===== src/rtl/mem_arb_pkg.sv =====
// rtl/mem_arb_pkg.sv - shared encodings and winner pick for the RAM port arbiter
package mem_arb_pkg;

    localparam logic [1:0] IDLE   = 2'd0;
    localparam logic [1:0] ACCESS = 2'd1;
    localparam logic [1:0] RESP   = 2'd2;

    typedef enum logic [1:0] {
        ST_IDLE   = IDLE,
        ST_ACCESS = ACCESS,
        ST_RESP   = RESP
    } arb_state_e;

    localparam logic OWN_CPU = 1'b0;
    localparam logic OWN_VID = 1'b1;

    // Video wins unless the CPU has waited out a full streak; urgency beats the guard.
    function automatic logic pick_owner(
        input logic cpu_req,
        input logic vid_req,
        input logic vid_urgent,
        input logic streak_full
    );
        logic owner;
        if (vid_req && vid_urgent) begin
            owner = OWN_VID;
        end else if (vid_req && cpu_req && streak_full) begin
            owner = OWN_CPU;
        end else if (vid_req) begin
            owner = OWN_VID;
        end else begin
            owner = OWN_CPU;
        end
        return owner;
    endfunction

endpackage


===== src/rtl/mem_port_arbiter.sv =====
// rtl/mem_port_arbiter.sv - two-requester arbiter for the single-port program/data RAM
module mem_port_arbiter
    import mem_arb_pkg::*;
#(
    parameter int ADDR_W         = 16,
    parameter int DATA_W         = 16,
    parameter int MAX_VID_STREAK = 4
) (
    input  logic              clk,
    input  logic              reset,
    input  logic              cpu_req_i,
    input  logic              cpu_we_i,
    input  logic [ADDR_W-1:0] cpu_addr_i,
    input  logic [DATA_W-1:0] cpu_wdata_i,
    output logic              cpu_ack_o,
    output logic [DATA_W-1:0] cpu_rdata_o,
    input  logic              vid_req_i,
    input  logic              vid_urgent_i,
    input  logic [ADDR_W-1:0] vid_addr_i,
    output logic              vid_ack_o,
    output logic [DATA_W-1:0] vid_rdata_o,
    output logic              mem_en_o,
    output logic              mem_we_o,
    output logic [ADDR_W-1:0] mem_addr_o,
    output logic [DATA_W-1:0] mem_wdata_o,
    input  logic [DATA_W-1:0] mem_rdata_i,
    output logic              busy_o
);

    localparam int                  STREAK_W   = $clog2(MAX_VID_STREAK + 1);
    localparam logic [STREAK_W-1:0] STREAK_MAX = STREAK_W'(MAX_VID_STREAK);
    localparam logic [STREAK_W-1:0] STREAK_ONE = STREAK_W'(1);

    arb_state_e          state_q, state_d;
    logic                owner_q, owner_d;
    logic [STREAK_W-1:0] streak_q, streak_d;
    logic                mem_en_q, mem_en_d;
    logic                mem_we_q, mem_we_d;
    logic [ADDR_W-1:0]   mem_addr_q, mem_addr_d;
    logic [DATA_W-1:0]   mem_wdata_q, mem_wdata_d;
    logic                grant;

    always_ff @(posedge clk or posedge reset) begin
        if (reset) begin
            state_q     <= ST_IDLE;
            owner_q     <= OWN_CPU;
            streak_q    <= '0;
            mem_en_q    <= 1'b0;
            mem_we_q    <= 1'b0;
            mem_addr_q  <= '0;
            mem_wdata_q <= '0;
        end else begin
            state_q     <= state_d;
            owner_q     <= owner_d;
            streak_q    <= streak_d;
            mem_en_q    <= mem_en_d;
            mem_we_q    <= mem_we_d;
            mem_addr_q  <= mem_addr_d;
            mem_wdata_q <= mem_wdata_d;
        end
    end

    always_comb begin
        state_d     = state_q;
        owner_d     = owner_q;
        streak_d    = streak_q;
        mem_en_d    = mem_en_q;
        mem_we_d    = mem_we_q;
        mem_addr_d  = mem_addr_q;
        mem_wdata_d = mem_wdata_q;
        grant       = pick_owner(cpu_req_i, vid_req_i, vid_urgent_i, streak_q == STREAK_MAX);

        case (state_q)
            ST_IDLE: begin
                if (cpu_req_i || vid_req_i) begin
                    owner_d  = grant;
                    mem_en_d = 1'b1;
                    state_d  = ST_ACCESS;
                    if (grant == OWN_CPU) begin
                        mem_we_d    = cpu_we_i;
                        mem_addr_d  = cpu_addr_i;
                        mem_wdata_d = cpu_wdata_i;
                    end else begin
                        mem_we_d    = 1'b0;
                        mem_addr_d  = vid_addr_i;
                        mem_wdata_d = '0;
                    end
                    // The streak only measures video grants taken while the CPU was waiting.
                    if (!cpu_req_i || grant == OWN_CPU) begin
                        streak_d = '0;
                    end else if (streak_q != STREAK_MAX) begin
                        streak_d = streak_q + STREAK_ONE;
                    end
                end
            end
            ST_ACCESS: begin
                mem_en_d = 1'b0;
                mem_we_d = 1'b0;
                state_d  = ST_RESP;
            end
            ST_RESP: begin
                state_d = ST_IDLE;
            end
            default: begin
                state_d  = ST_IDLE;
                mem_en_d = 1'b0;
                mem_we_d = 1'b0;
            end
        endcase
    end

    assign busy_o      = (state_q != ST_IDLE);
    assign cpu_ack_o   = (state_q == ST_RESP) && (owner_q == OWN_CPU);
    assign vid_ack_o   = (state_q == ST_RESP) && (owner_q == OWN_VID);
    assign cpu_rdata_o = cpu_ack_o ? mem_rdata_i : '0;
    assign vid_rdata_o = vid_ack_o ? mem_rdata_i : '0;

    assign mem_en_o    = mem_en_q;
    assign mem_we_o    = mem_we_q;
    assign mem_addr_o  = mem_addr_q;
    assign mem_wdata_o = mem_wdata_q;

endmodule


===== config.mk =====
export PLATFORM = sky130hd
export DESIGN_NAME = mem_port_arbiter
export DESIGN_NICKNAME = d
export VERILOG_FILES = /design/src/rtl/mem_arb_pkg.sv /design/src/rtl/mem_port_arbiter.sv
export SDC_FILE = /design/constraint.sdc
export NUM_CORES = 1
export LEC_CHECK = 0
export ABC_AREA = 1
export CAP_MARGIN = 10
export CORE_UTILIZATION = 39
export CTS_CLUSTER_DIAMETER = 30
export CTS_CLUSTER_SIZE = 8
export DETAILED_ROUTE_END_ITERATION = 6
export GPL_TIMING_DRIVEN = 1
export PLACE_DENSITY = 0.95
export SYNTH_ARGS = -nofsm -noshare
export SYNTH_HDL_FRONTEND = slang
export SYNTH_SLANG_ARGS = --single-unit

===== constraint.sdc =====
create_clock -name clk -period 4.3 [get_ports clk]
set_clock_uncertainty 0.2 [all_clocks]
set_input_delay 1.29 -clock clk [delete_from_list [all_inputs] [get_ports clk]]
set_output_delay 1.29 -clock clk [all_outputs]
set_load 0.02 [all_outputs]

==> summary.md <==
| Metric | Value |
|---|---|
| Final Cycle Share | 94.7% |
| Cts hold-fix bufs | 0 |
| 1st-pass router iterations | 4 |
| Clock Pin Slew Worst Setup and Hold Paths | 0.07 ns |
| Syn avg cell area | 7.34 sq um |
| Fmax | 246 MHz |
| Die ar. | 0.00582 sq mm |
| Total track usage | 21.7% |
| Worst Path Arrival | 2.58 ns |
| P_int | 1.22 mW |
| Crit path top cell by count | clkdlybuf4s50_1 |
| Outcome | completed |
| Vias in the first global route | 2,217 |
| Via count | 2,340 |
| Largest area contributor in the netlist | dfrtp_1 |
| Worst r2r dst | owner_q$_DFFE_PP0P_ |
| Final setup fails | 0 |
| Most frequent cells after synthesis | nand2_1, inv_1, dfrtp_1, nor2_1, nand3_1 |
| Initial antenna violation count | 0 |
| Final WL | 6200 um |
| CTS resizes | 0 |
| Pins Over Slew Limit | 0 |
| Num CTS Buffers | 5 |
| Worst path slowest cell | clkdlybuf4s50_1 |
| GR Overflow Total | 0 |
| CP Class | input pin to primary output |
| Initial Utilization | 41.3% |
| Critical path required time | 2.81 ns |
| CTS tree | done |
| Post-route ant nets | 0 |
| Flop pwr share | 31.3% |
| Vias per cell | 4.71 |
| Grt met3 use | 5.99% |
| Placer Congestion | 0.791 |
| Slew headroom | 45.9% |
| DP Wirelength | 4470 um |
| Gr busiest metal | met2 |
| Top FF cell, synth | dfrtp_1 |
| Clk buf depth | 2 |
| Hold path depth | 2 |
| CP max stage delay | 0.62 ns |
| Worst-Margin Slew | 0.811 ns |
| Post-CTS Setup Bufs | 0 |
| Post-synthesis net count | 365 |
| Remaining DRCs | 0 |
| ANT cells | 0 |
| Synthesis warning total | 0 |
| Unrepaired setup endpoints after global routing | no |
| Tot Pwr | 2.10 mW |
| Largest net degree at the start of global routing | 37 |
| Hold Crit Class | register to register |
| Critical Path End | vid_rdata_o[2] |
| Setup tns final | 0 ns |
| GR Util met1 | 23.7% |
| Max_cap viols | 0 |
| Layout cells sized above 1 | 3.75% |
| Routed len/inst | 12.5 um |
| Mapped Area | 0.00215 sq mm |
| Sw frac | 41.9% |
| Netlist cell types | 20 |
| Clock network power share | 12.2% |
| Worst-path cell chain | clkdlybuf4s50_1 > inv_1 > nor2_1 > clkdlybuf4s50_1 |
| First-pass GRT wire length | 10,300 um |
| Ports | 139 |
| Worst setup SP type | input pin |
| Initial DRC count | 195 |
| CP Max Fanout | 2 |
| Min Tclk post-route | 4.07 ns |
| Chip Width | 76.3 um |
| Synth top area share | 46.5% |
| Syn Inst Count | 293 |
| Num rows | 26 |
| Clock Latency Late Sink | 0.29 ns |
| Sw power | 0.879 mW |
| Chip Height | 76.3 um |
| Number of flops mapped to enable cells by yosys | 0 |
| Ys async rst share | 100% |
| H-tree levels | 2 |
| Clock root buffer | clkbuf_8 |
| Fin. Hold Viols | 0 |
| Register area share after synthesis | 46.5% |
| Core footprint | 0.00520 sq mm |
| Layout area overhead | 69.5% |
| Clk sinks | 40 |
| Peak supply drop | 344 uV |
| CP Capture Type | primary output |
| Most common cell in the netlist | nand2_1 |
| Worst Setup SP | mem_rdata_i[2] |
| Comb power frac | 56.5% |
| Pwr dens | 575 mW/mm^2 |
| Worst reg2reg setup slack | 2.25 ns |
| Yosys reg bits | 40 |
| Synth area leaders | dfrtp_1, nand2_1, nand3_1 |
| GR Util met2 | 41.1% |
| IO buf count | 138 |
| Pleak | 1.79 nW |
| Cells on worst reg2reg path | 5 |
| Nets | 498 |
| Worst R2R Start | state_q[1]$_DFFE_PP0N_ |
worst max-delay path: cells and delay by family:
family | cells | cell delay, ns
simple gates | 1 | 0.13
buf+inv | 3 | 1.17
state kept, by name, summed over array words and instances (netlist names):
signal       count
mem_addr_o      16
mem_en_o         1
mem_wdata_o     16
mem_we_o         1
owner_q          1
state_q          2
streak_q         3
logic make-up after synthesis:
logic type | share of synthesized area, %
AOI/OAI and AO/OA | 1.16
and+or+nand+nor | 38.8
DFF | 46.5
buffers and inverters | 11.9
adders and majority gates | 1.16
xor gates and xnor gates | 0.407
power by group through the flow:
stage,combinational [mW],sequential (mW),clock (mW)
final,1.18,0.656,0.256
after CTS,1.19,0.654,0.265
after global routing,1.27,0.681,0.283
after detailed placement,1.19,0.653,0
after floorplan,0.446,0.842,0
after global placement,1.16,0.656,0
cell type report:
class	instances	area, sq um
clock inverter	1	7.51
clock buffer	7	86.3
multi-input combinational	194	893
timing repair buffer	141	1400
inverter	44	165
sequential	40	1000
fill	428	1560
tap	70	87.6
worst min-delay path by stage:
stage	from	to	slack, ns
final	mem_addr_o[9]$_DFFE_PP0P_	mem_addr_o[9]$_DFFE_PP0P_	0.28
after global routing	mem_wdata_o[15]$_DFFE_PP0P_	mem_wdata_o[15]$_DFFE_PP0P_	0.30
after CTS	state_q[1]$_DFFE_PP0N_	state_q[1]$_DFFE_PP0N_	0.28
after detailed placement	mem_addr_o[9]$_DFFE_PP0P_	mem_addr_o[9]$_DFFE_PP0P_	0.26
after global placement	mem_wdata_o[7]$_DFFE_PP0P_	mem_wdata_o[7]$_DFFE_PP0P_	0.26
after floorplan	state_q[1]$_DFFE_PP0N_	state_q[1]$_DFFE_PP0N_	0.24
metrics by stage:
| step | instance area, sq um | utilization, % | hold slack [ns] | cells | setup WS [ns] |
|---|---|---|---|---|---|
| 6_report | 3640 | 70.0 | 0.281 | 497 | 0.229 |
| 3_3_place_gp | 3550 | 68.2 | 0.263 | 489 | 0.228 |
| 2_1_floorplan | 2150 | - | 0.242 | 293 | 1.20 |
| 5_1_grt | 3640 | 70.0 | 0.300 | 497 | 0.189 |
| 4_1_cts | 3640 | 70.0 | 0.281 | 497 | 0.231 |
| 3_5_place_dp | 3550 | 68.2 | 0.264 | 489 | 0.228 |
layer usage:
metal,part of all wire [%],wire length [um]
met1,40,2480
met4,0.90,56
met2,52,3200
met3,7.5,466
met5,0,0
layout by cell type, fill, tap and decap left out:
cell / n
clkbuf_1: 1
clkbuf_8: 6
o21ai_1: 4
o21ai_0: 1
nor2_1: 37
clkinvlp_4: 1
nor2_8: 1
dfrtp_1: 40
nand3_1: 34
buf_4: 3
nand2_1: 92
inv_2: 2
nor2_2: 1
nand2_2: 1
ha_1: 2
or2_4: 1
inv_1: 42
clkdlybuf4s50_1: 138
nand3b_1: 16
nand4_1: 3
xnor2_1: 1
Power figures use the tool's default switching activity.
==> RTL change 1, RTL diff (config.mk and constraints unchanged) <==
Change the parameter `ADDR_W` from 16 to 15.
--- a/src/rtl/mem_port_arbiter.sv
+++ b/src/rtl/mem_port_arbiter.sv
@@ -2,7 +2,7 @@
 module mem_port_arbiter
     import mem_arb_pkg::*;
 #(
-    parameter int ADDR_W         = 16,
+    parameter int ADDR_W         = 15,
     parameter int DATA_W         = 16,
     parameter int MAX_VID_STREAK = 4
 ) (
Ports: changed (resized cpu_addr_i, mem_addr_o and vid_addr_i); port bits go from 139 to 136. The function was not compared with the original's and may differ.
==> RTL change 1 against the original RTL <==
- cell area is 2.4% lower
- sequential power down 3.2%
- routed wire length is 3.3% higher
- area after synthesis fell by 0.93%
- synthesized cell count shrank 2.7%
- setup slack hardly changed
- die area fell by 0.90%
- cell count decreased by 2.2%
- non-clock buffer count down 4
- sequential cell count fell by 1
- maximum frequency about the same
- total power decreased by 2.6%
- highest routed layer unchanged
==> RTL change 1: results (changes against the original RTL) <==
[status]
status = completed

[finish]
fillers = 425  ; -0.70%
drive_gt1_share_pct = 4.33  ; +0.58 points
final_nets = 485  ; -2.6%

[yosys]
syn-num-nets = 355  ; -2.7%
synthTopCellsByCount = nand2_1 (87), inv_1 (41), dfrtp_1 (39)
yosysSeqAreaShare_pct = 45.8  ; -0.74 points
yosys-top-cells-area = dfrtp_1 (46%), nand2_1 (15%), nand3_1 (7.8%), inv_1 (7.2%), nor2_1 (6.5%)
netlist-cell-type-count = 21  ; +5.0%

[drt]
drt_iter0_markers = 139  ; -29%
viasPerCell = 4.74  ; +0.60%
drt-total-wl_um = 6410  ; +3.3%

[power]
ir_drop_mv = 0.336  ; -2.4%
p_leak_uw = 0.00175  ; -2.3%
p_comb_share_pct = 57.3  ; +0.8 points
power.density_mw_per_mm2 = 574  ; -0.22%
p_clk_share_pct = 11.5  ; -0.7 points

[global_route]
antenna_found_initial = 0  ; unchanged
grt_use_total_pct = 23.2  ; +1.5 points
grt_max_degree = 36  ; -2.7%
grt_pass1_vias = 2287  ; +3.2%
grt_pass1_wl_um = 10800  ; +5.0%

[sta]
slew_headroom_pct = 41.0  ; -4.9 points

[place]
gp_congestion = 0.786  ; -0.64%
hpwlAfterDp_um = 4780  ; +7.0%
numPortBuffers = 135  ; -2.2%

[setup_path]
timing.reg2reg.setup_slack_ns = 2.33  ; +0.08 ns

[cts]
cts-htree-levels = 2  ; unchanged

-- RTL change 1: per-layer routing --
layer | up-vias | routed length (um) | track usage (%)
li1 | 1124 | - | -
met1 | 1059 | 2560 | 25.3
met4 | 0 | 166 | 9.04
met3 | 12 | 446 | 5.54
met2 | 107 | 3230 | 43.0
met5 | - | 0 | 0
-- RTL change 1: final cells by class --
class                           instances  area (um2)  share of cell area, %
Multi-Input combinational cell        189         880                   24.7
Clock buffer                            5        68.8                   1.93
Timing Repair Buffer                  137        1370                   38.4
Clock inverter                          3        15.0                  0.422
Inverter                               43         164                   4.61
Tap cell                               70        87.6                   2.46
Sequential cell                        39         976                   27.4
-- RTL change 1: path summary, 6_finish.rpt --
kind                                 from         endpoint  depth (start not counted)
setup / recovery           mem_rdata_i[8]   vid_rdata_o[8]                          4
max in group asynchronous           reset         mem_en_o                          3
hold reg to reg                state_q[1]       state_q[1]                          1
min in group asynchronous           reset  mem_wdata_o[14]                          2
setup reg to reg              streak_q[0]    mem_addr_o[8]                          9
hold / removal                 state_q[1]       state_q[1]                          1
-- RTL change 1: cells by family after synthesis --
kind of cell,Yosys count,share of synthesized area (%)
xor+xnor,1,0.411
buf+inv,57,12.9
compound gates,5,1.17
simple gates,181,38.5
flops,39,45.8
fa+ha+maj,2,1.17
-- RTL change 1: worst max-delay path, stage by stage --
cell and delay, ns:
clkdlybuf4s50_1 0.46, inv_1 0.05, nor2_1 0.15, clkdlybuf4s50_1 0.63
-- RTL change 1: stage by stage --
step	area (um2)	util [%]	setup slack, ns	cells
4_1_cts	3560	68.8	0.216	486
3_3_place_gp	3470	67.2	0.235	478
2_1_floorplan	2130	-	1.20	285
6_report	3560	68.8	0.229	486
5_1_grt	3560	68.8	0.180	486
3_5_place_dp	3470	67.2	0.223	478
==> RTL change 2, RTL diff (same settings) <==
Without the edit above. Make the reset (`reset`) synchronous in one clocked block.
--- a/src/rtl/mem_port_arbiter.sv
+++ b/src/rtl/mem_port_arbiter.sv
@@ -40,7 +40,7 @@
     logic [DATA_W-1:0]   mem_wdata_q, mem_wdata_d;
     logic                grant;
 
-    always_ff @(posedge clk or posedge reset) begin
+    always_ff @(posedge clk) begin
         if (reset) begin
             state_q     <= ST_IDLE;
             owner_q     <= OWN_CPU;
Behaviour: differs if reset is asserted again (counterexample within 4 cycles, from zero or initial values and one cycle with reset high); with reset held inactive, the same outputs for 10 cycles.
==> RTL change 2 against the original RTL <==
- global-route usage is 1.8 points higher
- register-to-register slack worse by 0.02 ns
- sequential cell count stayed put
- area after synthesis is 11% lower
- setup slack better by 0.027 ns
- maximum frequency is 0.67% higher
- largest cell class unchanged
- routed wire length is 2.4% higher
- critical path type unchanged
- highest routed layer unchanged
- cell area is 7.0% lower
Power is not compared: it rests on default switching activity, and its combinational part moved more than twofold at a synthesized area within 25%.
==> RTL change 2: results (changes against the original RTL) <==
[status]
status = completed

[cts]
clk_pin_slew_ns = 0.07  ; about the same

[yosys]
syn-num-nets = 354  ; -3.0%
yosys-top-cells-area = dfxtp_1 (42%), nor2_1 (12%), o21ai_0 (7.8%), inv_1 (6.1%), nand2_1 (6.1%)
yosysSeqAreaShare_pct = 41.7  ; -4.8 points
synthTopCellsByCount = nor2_1 (62), dfxtp_1 (40), inv_1 (31), nand2_1 (31), o21ai_0 (30)
netlist-cell-type-count = 21  ; +5.0%
ys.flop_type = dfxtp_1
async_reset_ff_share_pct = 0  ; -100 points
synthCells = 282  ; -3.8%

[place]
dpl-instance-area_mm2 = 0.00330  ; -7.2%
gp_congestion = 0.845  ; +6.8%
hpwlAfterDp_um = 4750  ; +6.2%

[setup_path]
cp.arrival_ns = 2.55  ; -0.03 ns
reg2reg_depth = 10  ; +5
timing.reg2reg.setup_slack_ns = 2.23  ; -0.02 ns
r2r_end = mem_addr_o[14]
worstReg2RegStart = streak_q[0]

[sta]
slew_headroom_pct = 44.3  ; -1.5 points
holdWs_ns = 0.294  ; +0.0125 ns

[finish]
drive_gt1_share_pct = 4.37  ; +0.62 points

[global_route]
grt_max_degree = 35  ; -5.4%
grt_pass1_wl_um = 9760  ; -4.8%

[drt]
viasPerCell = 4.97  ; +5.5%
drt_iter0_markers = 100  ; -49%
drt-total-wl_um = 6350  ; +2.4%

[min_path]
min_to = mem_we_o

[RTL change 2: metal layers]
layer | share of wire (%) | vias up | GRT usage [%]
met5 | 0 | - | 0
met4 | 0.76 | 0 | 6.75
met3 | 9.2 | 7 | 7.36
met2 | 52 | 119 | 44.7
met1 | 38 | 1089 | 24.7
li1 | - | 1164 | -
[RTL change 2: stage by stage]
stage / setup slack, ns / utilization [%]
2_1_floorplan: 1.20 / -
3_3_place_gp: 0.262 / 69.8
3_5_place_dp: 0.259 / 69.8
4_1_cts: 0.255 / 71.8
5_1_grt: 0.205 / 71.8
6_report: 0.256 / 71.8
[RTL change 2: power by group]
group          switching, uW  leakage [uW]  total, uW  internal, uW
clock                    121     0.0000510        249           128
combinational            164       0.00104        325           161
sequential              19.3      0.000331        428           409
[RTL change 2: worst min-delay path, cell delays in order (launching register included)]
cell	delay, ns
dfxtp_1	0.31
o211ai_1	0.07
a21oi_1	0.06
[RTL change 2: cells by family (layout without fill, tap and decap cells)]
group	count (synthesis)	in the layout	share of synthesized area [%]
flops	40	40	41.7
simple gates	124	124	27.3
buf+inv	52	182	12.0
compound gates	64	64	17.7
fa+ha+maj	2	2	1.30
[RTL change 2: worst max path at each step]
stage / start / end / slack (ns) / cells past startpoint
2_1_floorplan: mem_rdata_i[0] / cpu_rdata_o[0] / 1.20 / 2
3_3_place_gp: mem_rdata_i[7] / vid_rdata_o[7] / 0.26 / 4
3_5_place_dp: mem_rdata_i[3] / vid_rdata_o[3] / 0.26 / 4
4_1_cts: mem_rdata_i[3] / vid_rdata_o[3] / 0.26 / 4
5_1_grt: mem_rdata_i[14] / vid_rdata_o[14] / 0.20 / 4
6_report: mem_rdata_i[3] / vid_rdata_o[3] / 0.26 / 4
[RTL change 2: final cells by class]
type | count | area, um2
clock inverters | 2 | 10.0
fillers | 390 | 1330
flip-flops and latches | 40 | 801
well taps | 67 | 83.8
multi-input cells | 190 | 888
repair buffers | 140 | 1400
clock buffers | 6 | 82.6
inverters | 34 | 128
